File: config.mk
export PLATFORM = sky130hd
export DESIGN_NAME = home_ctrl_fsm_param_flat
export DESIGN_NICKNAME = d
export VERILOG_FILES = /design/src/rtl/home_ctrl_fsm_param_if.sv /design/src/rtl/home_ctrl_fsm_param.sv /design/src/flat_wrapper.sv
export SDC_FILE = /design/constraint.sdc
export NUM_CORES = 1
export LEC_CHECK = 0
export CAP_MARGIN = 20
export CORE_MARGIN = 1
export CORE_UTILIZATION = 44
export CTS_CLUSTER_DIAMETER = 100
export DETAILED_ROUTE_END_ITERATION = 8
export PLACE_DENSITY = 0.75
export SLEW_MARGIN = 20
export SYNTH_ARGS = -nofsm -noshare
export SYNTH_HDL_FRONTEND = slang
export SYNTH_SLANG_ARGS = --single-unit
File: constraint.sdc
create_clock -name clk -period 3.34 [get_ports clk]
set_clock_uncertainty 0.2 [all_clocks]
set_input_delay 0.501 -clock clk [delete_from_list [all_inputs] [get_ports clk]]
set_output_delay 0.501 -clock clk [all_outputs]
set_load 0.005 [all_outputs]
File: src/rtl/home_ctrl_fsm_param_if.sv
// Sensor/temperature request bus and actuator/display result bus of the home controller.
// master drives requests and observes the panel; slave is the controller itself.
interface home_ctrl_fsm_param_if #(
  parameter int unsigned N_SENS  = 4,
  parameter int unsigned TEMP_W  = 6,
  parameter int unsigned STATE_W = $clog2(N_SENS + 3)
);
  logic [N_SENS-1:0]  sensors;
  logic [TEMP_W-1:0]  temp;
  logic               ack;
  logic [N_SENS+1:0]  output_signals;
  logic [STATE_W-1:0] display;

  modport master (
    output sensors,
    output temp,
    output ack,
    input  output_signals,
    input  display
  );

  modport slave (
    input  sensors,
    input  temp,
    input  ack,
    output output_signals,
    output display
  );
endinterface

File: src/rtl/home_ctrl_fsm_param.sv
// Priority-ranked home controller: sensor channels, heater/cooler with hysteresis,
// minimum-dwell timer and a channel-0 fire alarm that latches until acknowledged.
module home_ctrl_fsm_param #(
  parameter int unsigned N_SENS  = 4,
  parameter int unsigned TEMP_W  = 6,
  parameter int unsigned T_LOW   = 15,
  parameter int unsigned T_HIGH  = 35,
  parameter int unsigned HYST    = 2,
  parameter int unsigned DWELL   = 8,
  parameter int unsigned STATE_W = $clog2(N_SENS + 3)
) (
  input logic                    clk,
  input logic                    rst,
  home_ctrl_fsm_param_if.slave   bus
);

  localparam int unsigned CNT_W = (DWELL > 1) ? $clog2(DWELL) : 1;
  localparam int unsigned TW1   = TEMP_W + 1;

  localparam logic [STATE_W-1:0] CODE_IDLE = '0;
  localparam logic [STATE_W-1:0] CODE_FIRE = STATE_W'(1);
  localparam logic [STATE_W-1:0] CODE_HEAT = STATE_W'(N_SENS + 1);
  localparam logic [STATE_W-1:0] CODE_COOL = STATE_W'(N_SENS + 2);
  localparam logic [CNT_W-1:0]   DWELL_MAX = CNT_W'(DWELL - 1);

  // Thresholds carry one extra bit so the +/-HYST variants cannot wrap.
  localparam logic [TW1-1:0] HEAT_LIM     = TW1'(T_LOW);
  localparam logic [TW1-1:0] HEAT_LIM_HYS = TW1'(T_LOW + HYST);
  localparam logic [TW1-1:0] COOL_LIM     = TW1'(T_HIGH);
  localparam logic [TW1-1:0] COOL_LIM_HYS = TW1'(T_HIGH - HYST);

  typedef enum logic [1:0] {StIdle, StSens, StHeat, StCool} kind_e;

  logic [STATE_W-1:0] display_q, display_d;
  logic [N_SENS+1:0]  out_q, out_d;
  logic [CNT_W-1:0]   dwell_q, dwell_d;

  kind_e              cur_kind;
  logic [STATE_W-1:0] tgt;
  logic [TW1-1:0]     temp_ext;
  logic [TW1-1:0]     heat_lim;
  logic [TW1-1:0]     cool_lim;
  logic               heat_req;
  logic               cool_req;
  logic               expired;
  logic               tgt_above;
  logic               move_ok;
  logic               fire_release;

  always_comb begin
    cur_kind     = StSens;
    tgt          = CODE_IDLE;
    temp_ext     = {1'b0, bus.temp};
    heat_lim     = HEAT_LIM;
    cool_lim     = COOL_LIM;
    heat_req     = 1'b0;
    cool_req     = 1'b0;
    expired      = (dwell_q == DWELL_MAX);
    tgt_above    = 1'b0;
    move_ok      = 1'b0;
    fire_release = 1'b0;
    display_d    = display_q;
    out_d        = '0;
    dwell_d      = dwell_q;

    if (display_q == CODE_IDLE) begin
      cur_kind = StIdle;
    end else if (display_q == CODE_HEAT) begin
      cur_kind = StHeat;
    end else if (display_q == CODE_COOL) begin
      cur_kind = StCool;
    end

    if (cur_kind == StHeat) heat_lim = HEAT_LIM_HYS;
    if (cur_kind == StCool) cool_lim = COOL_LIM_HYS;
    heat_req = (temp_ext < heat_lim);
    cool_req = (temp_ext > cool_lim);

    if (heat_req) begin
      tgt = CODE_HEAT;
    end else if (cool_req) begin
      tgt = CODE_COOL;
    end
    // Descending scan so the lowest active channel is assigned last and wins.
    for (int i = N_SENS - 1; i >= 0; i--) begin
      if (bus.sensors[i]) tgt = STATE_W'(i + 1);
    end

    // Rank key {is_idle, code}: smaller key means higher priority, IDLE lowest.
    tgt_above    = {tgt == CODE_IDLE, tgt} < {display_q == CODE_IDLE, display_q};
    move_ok      = tgt_above || ((tgt != display_q) && expired);
    fire_release = bus.ack && !bus.sensors[0] && expired;

    unique case (cur_kind)
      StIdle: display_d = tgt;
      StSens: begin
        if (display_q == CODE_FIRE) begin
          if (fire_release) display_d = tgt;
        end else if (move_ok) begin
          display_d = tgt;
        end
      end
      StHeat, StCool: begin
        if (move_ok) display_d = tgt;
      end
      default: display_d = display_q;
    endcase

    for (int i = 0; i < N_SENS + 2; i++) begin
      out_d[i] = (display_d == STATE_W'(i + 1));
    end

    if (display_d != display_q) begin
      dwell_d = '0;
    end else if (!expired) begin
      dwell_d = dwell_q + CNT_W'(1);
    end
  end

  always_ff @(posedge clk) begin
    if (!rst) begin
      display_q <= CODE_IDLE;
      out_q     <= '0;
      dwell_q   <= '0;
    end else begin
      display_q <= display_d;
      out_q     <= out_d;
      dwell_q   <= dwell_d;
    end
  end

  assign bus.display        = display_q;
  assign bus.output_signals = out_q;

endmodule

File: src/flat_wrapper.sv
// flat-port wrapper written by rule: the top's interface ports become plain ports
module home_ctrl_fsm_param_flat 
#(
  parameter int unsigned N_SENS  = 4,
  parameter int unsigned TEMP_W  = 6,
  parameter int unsigned T_LOW   = 15,
  parameter int unsigned T_HIGH  = 35,
  parameter int unsigned HYST    = 2,
  parameter int unsigned DWELL   = 8,
  parameter int unsigned STATE_W = $clog2(N_SENS + 3)
)
  (clk, rst, bus_sensors, bus_temp, bus_ack, bus_output_signals, bus_display);
  home_ctrl_fsm_param_if #(.N_SENS(N_SENS), .TEMP_W(TEMP_W), .STATE_W(STATE_W)) bus_i ();
  input logic clk;
  input logic rst;
  input wire logic [$bits(bus_i.sensors)-1:0] bus_sensors;
  input wire logic [$bits(bus_i.temp)-1:0] bus_temp;
  input wire logic [$bits(bus_i.ack)-1:0] bus_ack;
  output wire logic [$bits(bus_i.output_signals)-1:0] bus_output_signals;
  output wire logic [$bits(bus_i.display)-1:0] bus_display;
  assign bus_i.sensors = bus_sensors;
  assign bus_i.temp = bus_temp;
  assign bus_i.ack = bus_ack;
  assign bus_output_signals = bus_i.output_signals;
  assign bus_display = bus_i.display;
  home_ctrl_fsm_param #(.N_SENS(N_SENS), .TEMP_W(TEMP_W), .T_LOW(T_LOW), .T_HIGH(T_HIGH), .HYST(HYST), .DWELL(DWELL), .STATE_W(STATE_W)) u_core (.clk(clk), .rst(rst), .bus(bus_i));
endmodule
* After elaboration in Yosys (flattened, before gate mapping)
Cells that the tools add are included.
** Operators by class
- Reduce and logical (&&, ||, !) cells :: 10
- Magnitude comparators :: 3
- Bitwise logic cells :: 1
- $add $sub $neg :: 1
- Equal/unequal tests :: 15
- Multiplexer cells :: 15
** Operators with widths (number)
- two-way mux 3 bit :: 9
- equality test 3 bit, second input constant :: 6
- case mux 3 bit (3 select lines) :: 1
- two-way mux 2 bit :: 4
- equality test 3 x 1 -> 1 bit, second input constant :: 2
- equality test 3 x 2 -> 1 bit, second input constant :: 2
- greater-than comparator 6 bit :: 1
- logical NOT 3 bit :: 2
- less-than comparator 6 x 5 -> 1 bit :: 1
- inequality test 3 bit :: 2
- two-way mux 5 bit :: 1
- equality test 2 bit, second input constant :: 2
- less-than comparator 4 bit :: 1
- OR reduction 2 bit :: 2
- adder 3 x 1 -> 3 bit, second input constant :: 1
- logical AND 1 bit :: 3
- equality test 2 x 1 -> 1 bit, second input constant :: 1
- logical NOT 2 bit :: 1
- logical NOT 1 bit :: 1
- logical OR 1 bit :: 1
- NOT 1 bit :: 1
** Word-level totals
- Input port bits :: 13
- Word-level logic and storage cells :: 48
- Flip-flop bits (word level) :: 12
- Output and inout port bits :: 9

* Logic depth before layout (Yosys ltp)
- Depth after elaboration :: 21
- Mapped depth :: 17
- Mapped depth without buffers :: 16

* Worst setup path after synthesis
Ideal clock, no wire load.
- Path type :: flip-flop to flip-flop
- From :: register u_core.display_q[0] (netlist: u_core.bus.display[0])
- To :: register u_core.out_q[4] (netlist: u_core.bus.output_signals[4])
- Buffers on the path :: 1
- Path slack :: -0.172 ns
- Data arrival time :: 3.188 ns
- Stages on the path, launching flop included :: 15
- Setup time :: 0.124 ns
- Required time :: 3.016 ns
- Period minus slack after synthesis :: 3.512 ns
- Cells stage by stage :: dfxtp_1 > clkbuf_1 > nand3_1 > ha_1 > nand3_1 > a311oi_1 > nor2_2 > nor3b_1 > ha_1 > a21o_1 > or2_2 > o22ai_1 > o221a_2 > a211o_1 > nor2_1
** On the way
- Cells in the longest elaborated chain, start to end :: 20
- Elaborated cells between the ends (all ways) :: 32
- Classes of those cells :: 3 x order compare; 8 x eq/ne; 15 x mux; 6 x reduce/logical
** Ends and longest elaborated chain
- start: declaration :: RTL line home_ctrl_fsm_param.sv:34 : logic [STATE_W-1:0] display_q, display_d;
- start signal: assignment :: RTL line home_ctrl_fsm_param.sv:126 : display_q <= display_d;
- equality test 3 bit :: RTL line home_ctrl_fsm_param.sv:70 : end else if (display_q == CODE_COOL) begin
- two-way mux 2 bit :: RTL line home_ctrl_fsm_param.sv:70
- two-way mux 2 bit :: RTL line home_ctrl_fsm_param.sv:68 : end else if (display_q == CODE_HEAT) begin
- two-way mux 2 bit :: RTL line home_ctrl_fsm_param.sv:66 : if (display_q == CODE_IDLE) begin
- equality test 2 bit :: RTL line home_ctrl_fsm_param.sv:75, home_ctrl_fsm_param.sv:94
- two-way mux 2 bit :: RTL line home_ctrl_fsm_param.sv:75 : if (cur_kind == StCool) cool_lim = COOL_LIM_HYS;
- greater-than comparator 6 bit :: RTL line home_ctrl_fsm_param.sv:77 : cool_req = (temp_ext > cool_lim);
- two-way mux 3 bit :: RTL line home_ctrl_fsm_param.sv:81 : end else if (cool_req) begin
- two-way mux 3 bit :: RTL line home_ctrl_fsm_param.sv:79 : if (heat_req) begin
- two-way mux 3 bit (4 in series) :: RTL line home_ctrl_fsm_param.sv:86 : if (bus.sensors[i]) tgt = STATE_W'(i + 1);
- logical NOT 3 bit or inequality test 3 bit (tied branches) :: RTL line home_ctrl_fsm_param.sv:90, home_ctrl_fsm_param.sv:91
- less-than comparator 4 bit or logical AND 1 bit (tied branches) :: RTL line home_ctrl_fsm_param.sv:90, home_ctrl_fsm_param.sv:91
- logical OR 1 bit :: RTL line home_ctrl_fsm_param.sv:91 : move_ok = tgt_above || ((tgt != display_q) && expired);
- two-way mux 3 bit :: RTL line home_ctrl_fsm_param.sv:99, home_ctrl_fsm_param.sv:104
- two-way mux 3 bit :: RTL line home_ctrl_fsm_param.sv:97 : if (display_q == CODE_FIRE) begin
- case mux 3 bit (3 select lines) (*) :: RTL line home_ctrl_fsm_param.sv:94 : unique case (cur_kind)
- equality test 3 bit (*) :: RTL line home_ctrl_fsm_param.sv:110 : out_d[i] = (display_d == STATE_W'(i + 1));
- end signal: assignment :: RTL line home_ctrl_fsm_param.sv:127 : out_q <= out_d;
- end: declaration :: RTL line home_ctrl_fsm_param.sv:35 : logic [N_SENS+1:0] out_q, out_d;
Every way passes the cells marked *; elsewhere a longest branch is shown, timed or not.
A chain may end at the register's enable or synchronous reset.

* Worst setup path in the final report
- From :: register u_core.display_q[1] (netlist: u_core.bus.display[1])
- To :: register u_core.dwell_q[2]
** On the way
- Cells in the longest elaborated chain, start to end :: 21
- Elaborated cells between the ends (all ways) :: 33
- Classes of those cells :: 3 x order compare; 8 x eq/ne; 15 x mux; 7 x reduce/logical
** Ends and longest elaborated chain
- equality test 3 bit :: RTL line home_ctrl_fsm_param.sv:70
- two-way mux 2 bit :: RTL line home_ctrl_fsm_param.sv:70
- two-way mux 2 bit :: RTL line home_ctrl_fsm_param.sv:68
- two-way mux 2 bit :: RTL line home_ctrl_fsm_param.sv:66
- equality test 2 bit :: RTL line home_ctrl_fsm_param.sv:75, home_ctrl_fsm_param.sv:94
- two-way mux 2 bit :: RTL line home_ctrl_fsm_param.sv:75
- greater-than comparator 6 bit :: RTL line home_ctrl_fsm_param.sv:77
- two-way mux 3 bit :: RTL line home_ctrl_fsm_param.sv:81
- [... 5 more ...]
- logical NOT 3 bit or inequality test 3 bit (tied branches) :: RTL line home_ctrl_fsm_param.sv:90, home_ctrl_fsm_param.sv:91
- less-than comparator 4 bit or logical AND 1 bit (tied branches) :: RTL line home_ctrl_fsm_param.sv:90, home_ctrl_fsm_param.sv:91
- logical OR 1 bit :: RTL line home_ctrl_fsm_param.sv:91
- two-way mux 3 bit :: RTL line home_ctrl_fsm_param.sv:99, home_ctrl_fsm_param.sv:104
- two-way mux 3 bit :: RTL line home_ctrl_fsm_param.sv:97
- case mux 3 bit (3 select lines) :: RTL line home_ctrl_fsm_param.sv:94
- inequality test 3 bit (*) :: RTL line home_ctrl_fsm_param.sv:113 : if (display_d != display_q) begin
- OR reduction 2 bit (no line) (*)
- end signal: assignment :: RTL line home_ctrl_fsm_param.sv:128 : dwell_q <= dwell_d;
- end: declaration :: RTL line home_ctrl_fsm_param.sv:36 : logic [CNT_W-1:0] dwell_q, dwell_d;
Marks and branches as above.

==> reports/metrics.yaml <==
yosysWarnings: 0
reg2reg_to: "u_core.dwell_q[2]"
period_share: 1.01
synth.net_count: 131
synthesis.area_um2: 943
wl_per_cell_um: 15.9
clockBufferDepth: 2
ys_ff_latch: 12
synthCells: 107
multiInputGateArea_um2: 850
cts_tree: "built"
vias: 1084
p_seq_frac: 0.312
min_path_type: "reg2reg"
leakage_uw: 0.000665
viasPerCell: 5.92
worstPathRequired_ps: 3320
cts.clk_slew.worst_paths_ps: 70
diodes: 0
cp-start-kind: "flip-flop"
crit_family: "compound AO/OA/AOI/OAI gates"
layout.cells.most_common: "buf_4"
syn_area_per_cell_um2: 8.82
stdcell_area_mm2: 0.00161
synth_edf_count: 0
cp.arrival_ps: 3370
internal_power_uw: 355
port_buffers: 21
rsz0062_at_grt: "true"
async_reset_ff_frac: 0
chipHeight_um: 48.3
drc: 0
ys_types: 47
p_sw_uw: 175
first_pass_iters: 4
utilization: 0.811
dp_hpwl_mm: 2.18
wl_mm: 2.90
slowest_delay_ps: 470
worst-path-buf-inv: 1
cts_buffers: 3
pwr-share-clk: 0.210
grt_pass1_vias: 1045
path_cells: "inv_4, nor3_4, ha_4, nand2_4, a2111oi_4, a2111o_1, nor2_4, nor3b_2, ha_1, a21o_1, or2_4, o22ai_4, a21bo_2, a32o_2, nor4_1"
maxSlewViolCount: 0
ff2ff_path_depth: 15
cts.sinks: 12
layout-drive-gt1-share: 0.423
final_cell_mix: "buf_4 (27), clkdlybuf4s50_1 (17), nor2_1 (9), dfxtp_1 (9), ha_1 (7)"
worst_slew_pin_slew_ps: 438
ir_drop_uv: 332
io_pins: 22
endpoint: "u_core.dwell_q[2]"
r2r_start: "u_core.bus.display[1]"
crit_path_top_delay_cell: "a2111o_1"
row_count: 16
finalSetupTns_ps: -273
violations: "setup timing"
hold_viol: 0
yosys_most_used_dff: "dfxtp_1"
p_per_area_mw_per_mm2: 330
grt_max_degree: 11
start_util: 0.476
gp_congestion: 0.843
crit_start: "u_core.bus.display[1]"
die-area_mm2: 0.00233
track_usage: 0.264
criticalPathCategory: "reg2reg"
slew_headroom: 0.707
maxCapViolCount: 0
p_comb_frac: 0.478
area.growth.synth_to_final_pct: 70.3
antenna_left: 0
placed_cell_area_mm2: 0.00140
worst_slack_ps: -44.2
r2r_setup_slack_ps: -40
drt-initial-drc-count: 19
post-route-min-period_ps: 3380
core_area_mm2: 0.00198
fillCellCount: 127
crit_fanout: 4
swShare: 0.330
antenna_found_initial: 0
grt-ovfl-total: 0
fin_nets: 181
grt_first_pass_wirelength_mm: 4.72
seq_area_um2: 244
setup_viol_count_final: 8
fmax_ghz: 0.295
end_kind: "flip-flop"
root_buffer: "clkbuf_4"
htreeDepth: 1
insertion_delay_ps: 270
yosysSeqAreaShare: 0.255
path_depth: 15
status: "finished with violations"
die_x_um: 48.3
power groups by stage:
| stage | clock network (uW) | logic (uW) | registers [uW] |
|---|---|---|---|
| finish | 111 | 253 | 165 |
| detailed placement | 0 | 213 | 165 |
| floorplan | 0 | 126 | 166 |
| global placement | 0 | 207 | 165 |
| CTS | 115 | 233 | 165 |
| global route | 124 | 275 | 167 |
worst register-to-register path, delay by kind of cell, from the launching register on:
| family | cells | cell delay, ps |
|---|---|---|
| AOI/OAI and AO/OA | 6 | 1240 |
| and+or+nand+nor | 6 | 890 |
| adders and majority gates | 2 | 550 |
| DFF | 1 | 360 |
| buffers and inverters | 1 | 50 |
synth_stat cells (3+ instances only):
cell,count,area [um^2]
dfxtp_1,12,240
ha_1,11,138
nor2_1,10,37.5
nand2_1,6,22.5
inv_1,5,18.8
nand3_1,5,25.0
a21oi_1,3,15.0
nand4_1,3,18.8
nor2b_1,3,18.8
nor4_1,3,18.8
metal layers:
metal | track usage | wire, um | part of all wire | vias to the layer above
met5 | 0 | 0 | 0 | -
met4 | 0.0490 | 74 | 0.025 | 0
met3 | 0.0723 | 140 | 0.048 | 10
met2 | 0.484 | 1490 | 0.51 | 35
met1 | 0.308 | 1200 | 0.41 | 513
li1 | - | - | - | 526
timing repair:
item | 4_1_cts | 5_1_grt
pin swaps | 16 | 7
buffers inserted | 3 | 2
hold buffers | 0 | 0
endpoints found under the setup margin | 12 | 12
resized for setup | 23 | 6
flip-flops by register name (all words and copies together) (netlist names):
| register | cells |
|---|---|
| u_core.bus.display | 3 |
| u_core.bus.output_signals | 6 |
| u_core.dwell_q | 3 |
through the flow:
stage / total power, uW / std cells / hold slack, ps / setup WS, ps
floorplan: 291 / 107 / 310 / -11.8
finish: 530 / 183 / 350 / -44.2
global placement: 372 / 174 / 326 / -425
CTS: 512 / 181 / 353 / -12.2
detailed placement: 379 / 174 / 344 / -503
global route: 565 / 183 / 380 / -212
area by class of cell:
class,instances,area share
Inverter,5,0.0148
Tap cell,27,0.0210
Clock buffer,4,0.0226
Multi-Input combinational cell,86,0.529
Sequential cell,12,0.152
Timing Repair Buffer,49,0.261
worst min path at each step:
stage / startpoint / endpoint / slack [ps] / cells past startpoint
2_1_floorplan: u_core.dwell_q[1] / u_core.dwell_q[1] / 310 / 2
3_3_place_gp: u_core.dwell_q[1] / u_core.dwell_q[1] / 330 / 2
3_5_place_dp: u_core.dwell_q[2] / u_core.dwell_q[2] / 340 / 2
4_1_cts: u_core.dwell_q[2] / u_core.dwell_q[2] / 350 / 2
5_1_grt: u_core.dwell_q[2] / u_core.dwell_q[2] / 380 / 2
6_report: u_core.dwell_q[2] / u_core.dwell_q[2] / 350 / 2
cells by family after synthesis:
| group | synth area share |
|---|---|
| and+or+nand+nor | 0.240 |
| AOI/OAI and AO/OA | 0.280 |
| DFF | 0.255 |
| adders and majority gates | 0.146 |
| buffers and inverters | 0.0398 |
| xor gates and xnor gates | 0.0186 |
| muxes | 0.0212 |
(Power assumes the default switching activity.)
